[src/rtl/tone_detector.sv]
// tone_detector: buzzer-line period classifier (none / 1 kHz / 8 kHz / invalid)
// with a low<->high alternation counter driving a single 7-segment digit.
// Optional feature macro: TONE_DET_SWCNT_EN (live switch_cnt, digit shows count).
module tone_detector #(
   parameter int unsigned CLK_HZ  = 50_000_000,
   parameter int unsigned P_LOW   = CLK_HZ / 1000,
   parameter int unsigned P_HIGH  = CLK_HZ / 8000,
   parameter int unsigned TOL     = 500,
   parameter int unsigned CONFIRM = 2,
   parameter int unsigned TIMEOUT = 100_000
) (
   input  logic       clk,
   input  logic       rst_n,
   input  logic       tone_in,
   output logic [1:0] tone_class,
   output logic       class_valid,
   output logic [3:0] switch_cnt,
   output logic [7:0] segment,
   output logic       digit
);

   localparam int unsigned MW = (CONFIRM < 2) ? 1 : $clog2(CONFIRM + 1);

   typedef enum logic [0:0] {IDLE, MEAS} state_t;
   typedef enum logic [1:0] {CLS_NONE = 2'd0, CLS_LOW = 2'd1, CLS_HIGH = 2'd2, CLS_INV = 2'd3} cls_t;

   logic          sync1_q, sync1_d, sync2_q, sync2_d, prev_q, prev_d, rise_q, rise_d;
   logic [16:0]   cnt_q, cnt_d;
   state_t        state_q, state_d;
   cls_t          cand_q, cand_d, class_q, class_d, cat;
   logic [MW-1:0] match_q, match_d;
   logic          valid_q, valid_d;
   logic          timeout_hit;
   logic [31:0]   period;

   function automatic logic [7:0] glyph(input logic [3:0] d);
      case (d)
         4'd0:    glyph = 8'b0011_1111;
         4'd1:    glyph = 8'b0000_0110;
         4'd2:    glyph = 8'b0101_1011;
         4'd3:    glyph = 8'b0100_1111;
         4'd4:    glyph = 8'b0110_0110;
         4'd5:    glyph = 8'b0110_1101;
         4'd6:    glyph = 8'b0111_1101;
         4'd7:    glyph = 8'b0000_0111;
         4'd8:    glyph = 8'b0111_1111;
         4'd9:    glyph = 8'b0110_1111;
         default: glyph = 8'b0111_1001;
      endcase
   endfunction

   // Synchronizer, edge detector, period counter, measurement FSM and classification
   always_comb begin
      sync1_d     = tone_in;
      sync2_d     = sync1_q;
      prev_d      = sync2_q;
      rise_d      = sync2_q & ~prev_q;
      cnt_d       = rise_q ? 17'd1 : ((cnt_q == '1) ? cnt_q : cnt_q + 17'd1);
      period      = 32'(cnt_q);
      state_d     = state_q;
      cand_d      = cand_q;
      match_d     = match_q;
      class_d     = class_q;
      timeout_hit = 1'b0;

      if (period >= P_LOW - TOL && period <= P_LOW + TOL)
         cat = CLS_LOW;
      else if (period >= P_HIGH - TOL && period <= P_HIGH + TOL)
         cat = CLS_HIGH;
      else
         cat = CLS_INV;

      // An edge takes priority over a timeout landing in the same cycle
      if (rise_q) begin
         if (state_q == IDLE) begin
            state_d = MEAS;
         end else begin
            if (cat == cand_q) begin
               if (match_q != MW'(CONFIRM))
                  match_d = match_q + MW'(1);
            end else begin
               cand_d  = cat;
               match_d = MW'(1);
            end
            if (match_d == MW'(CONFIRM) && cand_d != class_q)
               class_d = cand_d;
         end
      end else if (state_q == MEAS && period >= TIMEOUT) begin
         timeout_hit = 1'b1;
         state_d     = IDLE;
         class_d     = CLS_NONE;
         cand_d      = CLS_NONE;
         match_d     = '0;
      end

      valid_d = (class_d != class_q);
   end

   // State registers
   always_ff @(posedge clk or negedge rst_n) begin
      if (!rst_n) begin
         sync1_q <= 1'b0;
         sync2_q <= 1'b0;
         prev_q  <= 1'b0;
         rise_q  <= 1'b0;
         cnt_q   <= '0;
         state_q <= IDLE;
         cand_q  <= CLS_NONE;
         match_q <= '0;
         class_q <= CLS_NONE;
         valid_q <= 1'b0;
      end else begin
         sync1_q <= sync1_d;
         sync2_q <= sync2_d;
         prev_q  <= prev_d;
         rise_q  <= rise_d;
         cnt_q   <= cnt_d;
         state_q <= state_d;
         cand_q  <= cand_d;
         match_q <= match_d;
         class_q <= class_d;
         valid_q <= valid_d;
      end
   end

`ifdef TONE_DET_SWCNT_EN
   logic [3:0] sw_q, sw_d;

   // Alternation counter: counts direct low<->high class changes, saturates at 9
   always_comb begin
      sw_d = sw_q;
      if (timeout_hit)
         sw_d = '0;
      else if (((class_q == CLS_LOW && class_d == CLS_HIGH) ||
                (class_q == CLS_HIGH && class_d == CLS_LOW)) && sw_q != 4'd9)
         sw_d = sw_q + 4'd1;
   end

   // Alternation counter register
   always_ff @(posedge clk or negedge rst_n) begin
      if (!rst_n) sw_q <= '0;
      else        sw_q <= sw_d;
   end

   assign switch_cnt = sw_q;
`else
   assign switch_cnt = '0;
`endif

   // Display decode from registered class (and count, when enabled)
   always_comb begin
      case (class_q)
         CLS_NONE: segment = glyph(4'd0);
         CLS_LOW:  segment = glyph(4'd1);
         CLS_HIGH: segment = glyph(4'd8);
         default:  segment = glyph(4'd14);
      endcase
`ifdef TONE_DET_SWCNT_EN
      if (class_q == CLS_LOW || class_q == CLS_HIGH)
         segment = glyph(sw_q);
`endif
   end

   assign tone_class  = class_q;
   assign class_valid = valid_q;
   assign digit       = 1'b1;

endmodule

[config.mk]
export PLATFORM = sky130hd
export DESIGN_NAME = tone_detector
export DESIGN_NICKNAME = d
export VERILOG_FILES = /design/src/rtl/tone_detector.sv
export SDC_FILE = /design/constraint.sdc
export NUM_CORES = 1
export LEC_CHECK = 0
export CORE_ASPECT_RATIO = 1.4
export CORE_UTILIZATION = 56
export CTS_CLUSTER_SIZE = 14
export DETAILED_ROUTE_END_ITERATION = 8
export GPL_TIMING_DRIVEN = 0
export HOLD_SLACK_MARGIN = 0.03
export MAX_ROUTING_LAYER = met4
export PLACE_DENSITY = 0.79
export SLEW_MARGIN = 30
export SYNTH_ARGS = -nofsm -noshare
export SYNTH_HDL_FRONTEND = slang
export SYNTH_SLANG_ARGS = --single-unit
[constraint.sdc]
create_clock -name clk -period 3.4 [get_ports clk]
set_input_delay 0.68 -clock clk [delete_from_list [all_inputs] [get_ports clk]]
set_output_delay 0.68 -clock clk [all_outputs]
set_load 0.05 [all_outputs]
==> out/results.txt, run 1 <==
The run finished with clean final reports. The tools report the synthesized area as 0.001869 mm^2. The internal power contribution came out at 0.0006830 W.

The tools report the type of element launching the critical path as a flip-flop. The H-tree was split into 2 levels. The floorplan step set the die height to 70.36 um. Of the total power, the share spent switching nets is 39.35%. The first global-routing pass estimated 6686 um of wire. The fraction of the cycle the final worst path needs came out at 88.96%. The number of nets at the end of the flow was 242. In this run the tightest slew margin relative to its limit is 48.21%. Once layout is complete, the utilization of the core stands at 67.58%. At the end of routability-driven placement, the weighted congestion stood at 0.8702. Data on the critical path is required at its endpoint by 3.55 ns.

For this design, the slowest cell found on the critical path is nor4_1. From synthesis to final layout, the design area changed by 13.99%. Global routing used 26.03% of the available tracks.

Yosys mapped the design onto 52 distinct sky130hd cell types. For the number of non-filler instances in the completed layout, the log shows 275. The tools report the post-cts repair resize count as 0.

The diode insertion count for antenna repair came out at 0. The tools report the sequential power share as 38.1%. The mean routed wirelength per cell is 14.01 um. The total setup violations reported at the end of the flow is 0. Counting cells, the worst reg-to-reg path comes to 12. For the number of instances in the placed design, the log shows 267.

The share of cells above drive strength 1 came out at 11.86%. The HPWL after detailed placement is 2771 um. In this run the remaining antenna-violating nets after routing total 0. The min-delay analysis places its worst path in the category flip-flop to flip-flop. The critical path is of the flip-flop to flip-flop type.

After technology mapping, the gate count stands at 212. Counting both buffers and inverters, the worst setup path holds a total of 2. During I/O placement, the number of pins put on the boundary was 19. After clock tree synthesis, the clock-pin slew on the worst setup and hold paths is 0.06 ns. For this block, the initial DRC count from the detailed router was 53. For the final database, setup skew stands at 0.007924 ns.

Clock tree synthesis selected as its root buffer the cell clkbuf_8. Walking the worst path, the cells encountered are clkbuf_1, nand2_1, nor4_1, and3_1, ha_1, clkbuf_1, nand2b_1, nor4b_1, and2_1, nand4_1, xor2_1, nor2_1. In the final timing run, aggregate negative setup slack is 0 ns.

Standby leakage power: 0.9335 nW. The layout has 271 filler cells. The tools report the total wire length as 3852 um. In the layout the commonest cells are dfrtp_1 (29), nor2_1 (21), nand2_1 (19), clkbuf_1 (11), clkdlybuf4s50_1 (11). The floorplan step set the die width to 50.83 um. Max-cap violations in this run came to 0. Setup repair after global routing left no endpoint under its margin. Entering global routing, the biggest net connects 30 pins. In this run the post-CTS setup repair buffer count came out at 0. The commonest non-fill, non-tap cell in the layout was dfrtp_1.

After detailed routing, the number of vias per cell comes to 5.720. After synthesis, the mean cell area works out to 8.817 um^2. The first detailed-routing pass took 4 iterations. TritonCTS built the clock tree. The logic depth of the worst path, buffers included is 12.

The region available for standard cell placement spans 0.003153 mm^2. The clock latency at the later pin of the worst-skew pair was 0.29 ns. The die covers 0.003576 mm^2.

Counting stages on the worst path, the most repeated cell is clkbuf_1. Initial antenna violation count: 0. Top cell family by delay on the critical path: simple AND/OR/NAND/NOR gates.

The floorplan has 24 rows. The number of global-route vias before repair is 1491. The combinational share of power is 37.8%, and the maximum single-stage delay on the critical path is 0.45 ns. Buffers placed on the I/O ports in this run total 12. For the part of the total power dissipated in the clock network, the log shows 24.0%.

Count of endpoints failing hold in the final timing report: 0. Once the floorplan was initialized, standard cells occupied 59.29% of the core. The number of cells on the worst hold path is 0. The fraction of registers with async set/reset was 100.0%; the number of flops mapped to enable cells by yosys was 0. The analysis attributes to net switching a power of 0.0004432 W. The run gives 3.17 ns as the arrival time reported for the critical path endpoint.

Based on the critical path, the design can be clocked at up to 0.3306 GHz. The time the final worst path needs with I/O delays and setup was 3.025 ns; the number of sinks driven by the clock tree was 29. Yosys printed 0 warnings. For the pin with the worst max-slew slack, the measured transition is 0.7647 ns.

The dominant synthesized flop cell is dfrtp_1. Of all nets on the critical path, the largest fanout is 10. Dividing total power by cell area gives a power density of 528.6 mW/mm^2. The synthesized design contains 29 register bits. For this design, the CTS-stage hold fixing added 0 buffers. The category of the worst setup path capture point was a flip-flop. Of the synthesized area, sequential elements account for 38.82%. The number of buffers between clock root and the deepest sink was 2; the overall overflow remaining after global route was 0. The number of pins with negative max-slew slack in the final report is 0. IR analysis of the VDD net gives a maximum drop of 400.6 uV. For this run, design rule violations remaining after detail routing come to 0.

Counting the buffers created by CTS gives 5. The detailed router placed 1573 vias in this run.
==> metal layers <==
metal  wire, um  vias up  share of wire (%)  track usage (%)
met2       1986       46                 52            43.11
met1       1641      742                 43            28.35
met3        132        8                3.4            6.100
met4         91        0                2.4            13.58
met5          0        -                  0                -
li1           -      777                  -                -
==> final cells by class <==
class,count,area (um^2),share of cell area (%)
Inverter,9,33.78,1.585
Sequential cell,29,725.7,34.06
Buffer,23,133.9,6.283
Clock inverter,2,10.01,0.4698
Timing Repair Buffer,12,115.1,5.402
Multi-Input combinational cell,155,991.0,46.51
Clock buffer,6,72.57,3.406
Tap cell,39,48.80,2.290
==> Yosys cell counts (all sizes together) (4+ instances only) <==
library cell | count | area share [%]
inv | 9 | 1.8
nand2b | 7 | 2.3
a211oi | 4 | 1.9
xor2 | 8 | 3.7
ha | 4 | 2.7
nor4b | 4 | 2.7
nand4 | 6 | 2.0
nor2 | 21 | 4.2
nand3 | 10 | 2.7
a21oi | 6 | 1.6
dfrtp | 29 | 39
xnor2 | 6 | 2.8
and3 | 4 | 1.3
clkbuf | 10 | 2.0
nor3 | 4 | 1.1
nand2 | 19 | 3.8
o21ai | 8 | 2.1
buf | 13 | 5.2
==> path summary, 6_finish.rpt <==
kind                                      start                    end  slack, ns
min                           sync1_q$_DFF_PN0_       prev_d$_DFF_PN0_       0.35
max reg2reg                cnt_q[7]$_DFFE_PN0P_  cnt_q[13]$_DFFE_PN0P_       0.38
max                        cnt_q[7]$_DFFE_PN0P_  cnt_q[13]$_DFFE_PN0P_       0.38
min in group asynchronous                 rst_n  cand_q[0]$_DFFE_PN0P_       0.41
max in group asynchronous                 rst_n  cnt_q[16]$_DFFE_PN0P_       2.56
min reg2reg                   sync1_q$_DFF_PN0_       prev_d$_DFF_PN0_       0.35
==> cell families after synthesis <==
logic type               after synthesis  synth area share (%)
XOR/XNOR                              14                 6.560
adder cells (fa/ha/maj)                4                 2.677
AO/OA/AOI/OAI                         32                 12.25
flip-flops                            29                 38.82
buffers and inverters                 32                 8.969
other                                  2                0.4018
multiplexers                           3                 1.673
AND/OR/NAND/NOR                       96                 28.65
==> per-stage QoR <==
stage               setup WS, ns  total power, W  area, um^2  hold slack [ns]
floorplan                 0.9599       0.0007406        1884           0.3312
global placement          0.4573       0.0008561        2053           0.3320
detailed placement        0.4308       0.0008640        2048           0.3347
CTS                       0.4164        0.001140        2131           0.3492
global route              0.1189        0.001194        2131           0.3762
finish                    0.3752        0.001126        2131           0.3475
==> power groups by stage <==
| stage | clock network, W | registers, W | logic (W) |
|---|---|---|---|
| after global routing | 0.000297 | 0.000439 | 0.000458 |
| after CTS | 0.000282 | 0.000430 | 0.000429 |
| final | 0.000271 | 0.000430 | 0.000426 |
| after global placement | 0 | 0.000434 | 0.000422 |
| after floorplan | 0 | 0.000460 | 0.000280 |
| after detailed placement | 0 | 0.000436 | 0.000428 |
==> flip-flops by register name (all words and copies together), names as in the netlist <==
name,count
tone_class,2
cand_q,2
class_valid,1
state_q,1
prev_q,1
rise_q,1
match_q,2
prev_d,1
cnt_q,17
sync1_q,1
No activity file was read; power rests on OpenSTA's default activity.
==> run 2, diff against run 1 <==
- CORE_MARGIN: default -> 4
- SETUP_SLACK_MARGIN: default -> 0.5
==> run 2 against run 1 <==
Compared with the run above:
- critical path type unchanged
- largest power group is now combinational cells
- register-to-register slack gained 0.31 ns
- sequential power hardly changed
- count of clock-buffer cells in the layout unchanged
- highest routed layer unchanged
==> out/results.txt, run 2 (synthesis gave the netlist of run 1 again) <==
The pin count of the biggest net entering global routing was 30; the number of instances in the placed design was 267. The maximum vdd ir drop was 528.5 uV; the number of non-filler instances in the completed layout was 275. For the final-layout setup total negative slack, the log shows 0 ns. The number of antenna diodes in the final layout is 0. The time the final worst path needs with I/O delays and setup works out to 2.717 ns.

After the last flow step, the layout net total stands at 242. Summing over every cut layer, the via total after detailed routing is 1629. Detailed placement ended at an HPWL of 2831 um.

The worst hold path belongs to the class flip-flop to flip-flop. Number of H-tree levels: 2. cnt_q holds more flip-flops than any other register.

In this run the clock root is driven by a clkbuf_8. The number of global-route vias before repair came out at 1564. In this run the horizontal extent of the chip is 56.83 um. The logs give 0.004340 mm^2 for the full die area and 4 for the first-pass iteration count of the detailed router. Once the floorplan was initialized, standard cells occupied 59.29% of the core. The worst setup path is captured at a flip-flop.

The run gives 0.68 ns as the reg2reg setup slack. Setup violations remaining at the end of the flow were counted as 0. By startpoint and endpoint, the worst setup path is classified as flip-flop to flip-flop. TritonCTS built the clock tree.

The maximum fanout along the worst path is 7, and the global-route total usage across every layer is 21.37%. The number of buffers between clock root and the deepest sink is 2, and the final total power is 0.001241 W. The number of routed nets with antenna violations was 0. The placed instances occupy a cell area of 0.002048 mm^2. The logs give 2.87 ns for the arrival time reported for the critical path endpoint and 45.88% for the headroom to the max-slew limit. At the pin with the least slew margin, the transition time is 0.7991 ns. The utilization after layout is 70.04%, and the clock latency at the later pin of the worst-skew pair is 0.29 ns. Buffers placed on the I/O ports in this run total 12. The final critical path takes up 79.91% of the cycle.

The total wire length was 4146 um. The finished cells cover 0.002208 mm^2. The slowest cell on the critical path was dfrtp_1. The share of cells above drive strength 1 came out at 15.25%. Walking the worst path, the cells encountered are ha_1, and3_1, and3_1, ha_1, clkbuf_2, nand2b_1, nand2_1, or3_1, or2_2, xnor2_1, nor2_1. The data required time at the worst endpoint came out at 3.56 ns. Setup repair after global routing left no endpoint under its margin. The clock arrives with 0.006340 ns of skew. The initial antenna violation count was 0; the power per cell area was 561.9 mW/mm^2.

The layout has 277 filler cells. Summed over all layers, the global routing overflow is 0. The run gives 0 as the number of maximum-capacitance constraint violations.

The vertical die dimension is 76.36 um, and the number of pins with negative max-slew slack in the final report is 0. In the layout the commonest cells are dfrtp_1 (29), nor2_1 (21), nand2_1 (19), clkdlybuf4s50_1 (11), buf_4 (10). The core region is 0.003153 mm^2. The count of endpoints failing hold in the final timing report was 0. On the worst path, the slowest cell contributes a delay of 0.44 ns. For the maximum clock frequency, the log shows 0.3681 GHz.

STA classifies the critical path startpoint as a flip-flop. At the end of routability-driven placement, the weighted congestion stood at 0.8804. Dividing the detail-routed wire length by the instance count gives 15.08 um. The run finished with clean final reports. The number of flip-flops under the largest register name was 17; the clock-pin slew reported for the worst setup and hold paths after clock tree synthesis was 0.06 ns.

The analysis attributes to cell leakage a power of 0.9860 nW. Dividing the detail-routed via count by the number of cells gives 5.924. The library cell used most frequently in the layout, excluding fill and tap cells, is dfrtp_1.

The DRC violation count after routing was 0; the number of post-CTS setup repair buffers was 0. For the number of DRC markers in iteration 0, the log shows 68. For the CTS buffer count, the log shows 5. Compared with the post-synthesis result, the final layout area differs by 18.14%. The number of rows created at floorplan is 24. The first-pass GRT wire length is 7024 um. 19 I/O pins were placed. CTS saw 29 sinks.
==> run 2: cell types whose count changed in the layout (fill, tap and decap cells not counted) <==
cell and delta:
clkbuf_1 -5, clkbuf_2 +4, clkinv_2 -2, bufinv_16 +1
clkbuf_8 +1, clkinvlp_4 +1, nand3_1 -1, nand3_2 +1
nor4_1 -1, nor4_4 +1, nor4b_1 -1, nor4b_4 +1
==> run 2: layer usage <==
metal | track usage (%) | wire length (um)
met1 | 22.86 | 1636
met2 | 35.07 | 2122
met3 | 5.085 | 219
met4 | 12.99 | 167
met5 | - | 0
==> run 2: power breakdown <==
| part | total [W] | switching (W) | internal [W] |
|---|---|---|---|
| Sequential | 0.000431 | 0.0000489 | 0.000382 |
| Combinational | 0.000433 | 0.000273 | 0.000160 |
| Clock | 0.000376 | 0.000138 | 0.000238 |
| Total | 0.00124 | 0.000461 | 0.000780 |
==> run 2: what timing repair did <==
item,CTS,global route
hold buffers,0,0
endpoints found under the hold margin,0,0
setup endpoints to repair,3,3
resized for setup,6,3
==> run 2: final timing paths <==
path                                 startpoint                      end  cells after the start
max in group asynchronous                 rst_n  tone_class[1]$_DFF_PN0_                      1
setup / recovery           cnt_q[0]$_DFFE_PN0P_     cnt_q[8]$_DFFE_PN0P_                     11
setup reg to reg           cnt_q[0]$_DFFE_PN0P_     cnt_q[8]$_DFFE_PN0P_                     11
hold reg to reg               sync1_q$_DFF_PN0_         prev_d$_DFF_PN0_                      0
hold / removal                sync1_q$_DFF_PN0_         prev_d$_DFF_PN0_                      0
min in group asynchronous                 rst_n   match_q[0]$_DFFE_PN0P_                      1
==> run 2: cell type report <==
class | count | area [um^2] | area share, %
well taps | 39 | 48.80 | 2.210
clock inverters | 2 | 37.54 | 1.700
inverters | 9 | 33.78 | 1.530
repair buffers | 12 | 115.1 | 5.212
multi-input cells | 155 | 1026 | 46.46
clock buffers | 6 | 82.58 | 3.739
plain buffers | 23 | 138.9 | 6.289
flip-flops and latches | 29 | 725.7 | 32.86
==> run 2: critical path, delay by kind of cell (launching register included) <==
kind                     cells  cell delay [ns]
buffers and inverters        1             0.18
XOR/XNOR                     1             0.14
adder cells (fa/ha/maj)      2             0.47
flip-flops                   1             0.44
AND/OR/NAND/NOR              7             1.36
==> run 2: per-stage QoR <==
step           worst slack (ns)  hold slack, ns
2_1_floorplan            0.9599          0.3312
3_5_place_dp             0.4220          0.3370
3_3_place_gp             0.4392          0.3357
6_report                 0.6831          0.3495
4_1_cts                  0.6542          0.3521
5_1_grt                  0.5019          0.3649
==> RTL change 1: new RTL, config.mk and constraints of run 2 <==
Add a define of `TONE_DET_SWCNT_EN`.
--- a/src/rtl/tone_detector.sv
+++ b/src/rtl/tone_detector.sv
@@ -1,6 +1,8 @@
 // tone_detector: buzzer-line period classifier (none / 1 kHz / 8 kHz / invalid)
 // with a low<->high alternation counter driving a single 7-segment digit.
 // Optional feature macro: TONE_DET_SWCNT_EN (live switch_cnt, digit shows count).
+`define TONE_DET_SWCNT_EN
+
 module tone_detector #(
    parameter int unsigned CLK_HZ  = 50_000_000,
    parameter int unsigned P_LOW   = CLK_HZ / 1000,
Check against the original RTL: no difference found for any inputs over 10 cycles, from zero or initial values and one cycle with rst_n low; that may be too few to reach the edited logic, so the function may still have changed.
==> RTL change 1 against run 2 <==
Sequential cell count up 4. Die area grew 24%. Wire length up 29%. Total power rose by 68%. Cell area increased by 28%. Synthesized area increased by 27%. Clock power fell by 14%. Setup slack worse by 280 ps.
==> RTL change 1: results (changes against run 2) <==
| Metric | Value |
|---|---|
| Status | finished, final reports clean (unchanged) |
| Commonest cells post-synth | dfrtp_1, nand2_1, nor2_1, a21oi_1 (was dfrtp_1, nor2_1, nand2_1) |
| Largest net degree at the start of global routing | 19 (was 30) |
| Synth top area cells | dfrtp_1, ha_1, mux2i_1 (was dfrtp_1, nor2_1, buf_4) |
| Layout Skew | 7.04 ps (was 6.34 ps) |
| Routed WL | 5370 um (was 4150 um) |
| CP max FO | 4 (was 7) |
| Share of layout cells above drive strength 1 | 17.7% (was 15.3%) |
| Switching pwr | 1.06 mW (was 0.461 mW) |
| FF-to-FF Start | cnt_q[0] (unchanged) |
| Lkg Pwr | 1.27 nW (was 0.986 nW) |
| Via count | 2103 (was 1629) |
| Final HPWL DP | 3980 um (was 2830 um) |
| Initial antenna violation count | 0 (unchanged) |
| Final TNS setup | 0 ps (unchanged) |
| Worst-path clk slew | 70 ps |
| PortBufs | 16 (was 12) |
| Post-synthesis cell type count | 56 (was 52) |
| Slew Limit Headroom | 65.8% (was 45.9%) |
| Synth Instances | 269 (was 212) |
| Worst EP arrival | 3200 ps (was 2870 ps) |
| Tightest Hold Check Type | primary input to async pin (was register to register) |
| CTS buffer count | 5 (unchanged) |
| DRT iter0 DRCs | 71 (was 68) |
| Layout Nets | 317 (was 242) |
| Filler cell count | 325 (was 277) |
| Area post-placement | 2620 um^2 (was 2050 um^2) |
| Syn nets | 288 |
| Worst vdd ir | 0.352 mV (was 0.529 mV) |
| # H-tree levels | 2 (unchanged) |
| Vias in the first global route | 1998 (was 1564) |
| Max reg flops | 17 (unchanged) |
| GP Congestion | 0.850 (was 0.880) |
| Global-route usage over all layers | 22.7% (was 21.4%) |
| First-pass GRT wire length | 9300 um (was 7020 um) |
| Async SR Flop Fraction | 100% (unchanged) |
| Dpl ws | 237 ps (was 422 ps) |
| Seq/Total Area, Yosys | 34.7% (was 38.8%) |
| Worst setup path class | register to register (unchanged) |
| Placed insts | 329 (was 267) |
| Post-Layout Cell Count | 342 (was 275) |
-- RTL change 1: cell count changes after synthesis, moves of 3 or more --
cell / before / now
a21oi_1: 6 / 18
ha_1: 4 / 16
buf_4: 10 / 2
mux2i_1: 2 / 10
inv_1: 9 / 15
nand2b_1: 7 / 1
nand3_1: 10 / 16
a22oi_1: 0 / 5
dfrtp_1: 29 / 33
nand2_1: 19 / 23
a31oi_1: 0 / 3
clkbuf_1: 10 / 13
nor2b_1: 2 / 5
-- RTL change 1: what timing repair did --
action | in CTS | in global routing
pin swaps | 1 | 1
setup buffers | 5 | 0
endpoints found under the setup margin | 11 | 24
resized for setup | 25 | 18
-- RTL change 1: power groups by stage --
| stage | Combinational (mW) | Clock [mW] | Sequential (mW) |
|---|---|---|---|
| finish | 1.22 | 0.324 | 0.548 |
| global route | 1.30 | 0.355 | 0.565 |
| CTS | 1.23 | 0.333 | 0.546 |
| detailed placement | 1.23 | 0 | 0.563 |
| global placement | 1.21 | 0 | 0.561 |
| floorplan | 0.775 | 0 | 0.648 |
-- RTL change 1: final cells by class --
type | count | area (um^2) | area share [%]
buffer | 18 | 91.3 | 3.23
clock buffer | 7 | 96.3 | 3.41
clock inverter | 1 | 5.00 | 0.177
inverter | 15 | 56.3 | 1.99
multi-input combinational | 203 | 1480 | 52.4
sequential | 33 | 830 | 29.3
tap | 43 | 53.8 | 1.90
timing repair buffer | 22 | 214 | 7.57
-- RTL change 1: layer usage --
| metal | wire length, um | vias to the layer above | share of wire [%] | track usage [%] |
|---|---|---|---|---|
| li1 | - | 1024 | - | - |
| met1 | 2180 | 1013 | 41 | 24.5 |
| met2 | 2820 | 49 | 52 | 39.4 |
| met3 | 195 | 17 | 3.6 | 4.37 |
| met4 | 178 | 0 | 3.3 | 11.6 |
| met5 | 0 | - | 0 | - |
-- RTL change 1: worst paths after layout --
kind / cells past startpoint / slack (ps) / endpoint
worst max-delay path: 10 / 410 / switch_cnt[1]
worst min-delay path: 1 / 320 / cand_q[0]
worst max register to register: 10 / 410 / switch_cnt[1]
worst min register to register: 0 / 360 / prev_d
max in group asynchronous: 2 / 2630 / cnt_q[1]
min in group clk: 0 / 360 / prev_d
-- RTL change 1: worst max-delay path: stages, from the launching register on --
cell	delay (ps)
dfrtp_2	410
inv_2	60
ha_1	130
or4b_1	420
or4_4	450
o21ai_4	160
o22ai_4	100
mux2_4	340
a31oi_4	280
mux2i_4	330
mux2i_1	230
-- RTL change 1: logic make-up after synthesis --
family                   share of synthesized area (%)
AND/OR/NAND/NOR                                   24.2
AO/OA/AOI/OAI                                     16.4
flip-flops                                        34.7
buffers and inverters                             5.94
adder cells (fa/ha/maj)                           8.41
XOR/XNOR                                          4.78
multiplexers                                      5.31
other                                            0.315
==> RTL change 2: new RTL, flow settings as in run 2 <==
Without the edit above. Put one more register stage on the output `tone_class`, cleared by the reset. The value now appears one clock later. The other outputs are not delayed to match.
--- a/src/rtl/tone_detector.sv
+++ b/src/rtl/tone_detector.sv
@@ -161,7 +161,13 @@
 `endif
    end
 
-   assign tone_class  = class_q;
+   always_ff @(posedge clk or negedge rst_n) begin
+      if (!rst_n) begin
+         tone_class <= '0;
+      end else begin
+         tone_class <= class_q;
+      end
+   end
    assign class_valid = valid_q;
    assign digit       = 1'b1;
 
Function: changed (a bounded check fails within 10 cycles, from zero or initial values and one cycle with rst_n low).
==> RTL change 2 against run 2 <==
Total power fell by 17%. Via count fell by 4.4%. Wire length fell by 2.0%. Sequential share of layout area rose by 3.5 points. Worst hold slack got worse by 4.4 ps. Sequential cell count rose by 2. Non-clock buffer count rose by 2. Synthesized area rose by 0.40%. Setup slack improved by 140 ps. Cell area fell by 3.3%. Largest cell class unchanged.
==> RTL change 2: results (changes against run 2) <==
| Metric | Value |
|---|---|
| Worst-path clk slew | 60 ps (about the same) |
| Global-route usage over all layers | 21.1% (was 21.4%) |
| R2r endpoint | cnt_q[15] (was cnt_q[8]) |
| Slew Limit Headroom | 50.6% (was 45.9%) |
| Initial antenna violation count | 0 (unchanged) |
| PortBufs | 12 (unchanged) |
| CP max FO | 9 (was 7) |
| Async SR Flop Fraction | 100% (unchanged) |
| Post-Layout Cell Count | 268 (was 275) |
| Worst r2r path cells | 12 (was 11) |
| Tightest Hold Check Type | register to register (unchanged) |
| Synth top area cells | dfrtp_1, nor2_1, buf_4 (unchanged) |
| First-pass GRT wire length | 7060 um (was 7020 um) |
| Layout Skew | 8.54 ps (was 6.34 ps) |
| Total power draw | 1.04 mW (was 1.24 mW) |
| Layout Nets | 237 (was 242) |
| DRT iter0 DRCs | 59 (was 68) |
| Worst vdd ir | 0.352 mV (was 0.529 mV) |
| Routed WL | 4060 um (was 4150 um) |
| WL met3 | 166 um (was 219 um) |
| Post-synth EDFFs | 0 (unchanged) |
| Vias in the first global route | 1620 (was 1564) |
| CTS buffer count | 5 (unchanged) |
| Yosys warnings | 0 (unchanged) |
| Seq/Total Area, Yosys | 41.3% (was 38.8%) |
| Share of layout cells above drive strength 1 | 13.5% (was 15.3%) |
| Final HPWL DP | 2990 um (was 2830 um) |
| Resized cells post-CTS | 0 (was 6) |
| Synth Instances | 207 (was 212) |
| Root Buffer | clkbuf_8 (unchanged) |
| FF-to-FF Start | cnt_q[10] (was cnt_q[0]) |
| Post-CTS Setup Inserts | 0 (unchanged) |
| DR vias/cell | 5.81 (was 5.92) |
| Metal2 WL | 2260 um (was 2120 um) |
| Logic pwr share | 32.9% (was 34.9%) |
| GP Congestion | 0.871 (was 0.880) |
| Placed insts | 262 (was 267) |
| Clk. pwr | 0.259 mW (was 0.376 mW) |
| Lkg Pwr | 0.932 nW (was 0.986 nW) |
| Met3 GRT Util | 5.08% (unchanged) |
| Worst hold slack | 345 ps (was 349 ps) |
| Largest net degree at the start of global routing | 32 (was 30) |
| Dpl ws | 587 ps (was 422 ps) |
| Grt met2 use | 35.8% (was 35.1%) |
| DRT met1 WL | 1550 um (was 1640 um) |
| Post-synthesis cell type count | 50 (was 52) |
| Status | finished, final reports clean (unchanged) |
| Internal power | 0.669 mW (was 0.780 mW) |
| Register-to-register setup slack | 830 ps (was 680 ps) |
| Commonest cells post-synth | dfrtp_1, nor2_1, buf_4, nand2_1, nand3_1 (was dfrtp_1, nor2_1, nand2_1) |
| GR Util met1 | 21.7% (was 22.9%) |
RTL change 2: cell types whose count changed after synthesis, moves of 3 or more:
| cell | change |
|---|---|
| nand2_1 | -5 |
| buf_4 | +4 |
| nor2_1 | +8 |
| nand3_1 | +3 |
| a21oi_1 | -4 |
| buf_2 | +3 |
| nand3b_1 | +5 |
| nor3_1 | -4 |
| clkbuf_1 | -6 |
RTL change 2: worst max path at each step:
stage | slack [ps] | start | to | cells past startpoint
after floorplan | 1030 | cnt_q[10] | cnt_q[15] | 12
final | 820 | class_q[1] | segment[3] | 3
after global placement | 590 | cnt_q[10] | cnt_q[15] | 12
after CTS | 570 | cnt_q[10] | cnt_q[15] | 12
after detailed placement | 590 | cnt_q[10] | cnt_q[15] | 12
after global routing | 610 | cnt_q[10] | cnt_q[15] | 12
RTL change 2: cells by family after synthesis:
| group | count (synthesis) | share of synthesized area (%) |
|---|---|---|
| DFF | 31 | 41.3 |
| other | 2 | 0.400 |
| xor gates and xnor gates | 15 | 7.00 |
| adders and majority gates | 4 | 2.67 |
| AOI/OAI and AO/OA | 31 | 12.7 |
| buffers and inverters | 34 | 10.3 |
| muxes | 3 | 1.60 |
| and+or+nand+nor | 87 | 24.0 |
RTL change 2: final cells by class:
cell class                      count  area (um^2)  share of cell area, %
Multi-Input combinational cell    146          928                   43.5
Clock buffer                        6         72.6                   3.40
Sequential cell                    31          776                   36.3
Buffer                             25          160                   7.50
Timing Repair Buffer               12          115                   5.39
Tap cell                           39         48.8                   2.29
Inverter                            9         33.8                   1.58
RTL change 2: critical path: stages (launching register included):
cell and delay (ps):
dfrtp_1 480, nand2b_1 220, buf_4 130, clkdlybuf4s50_1 790
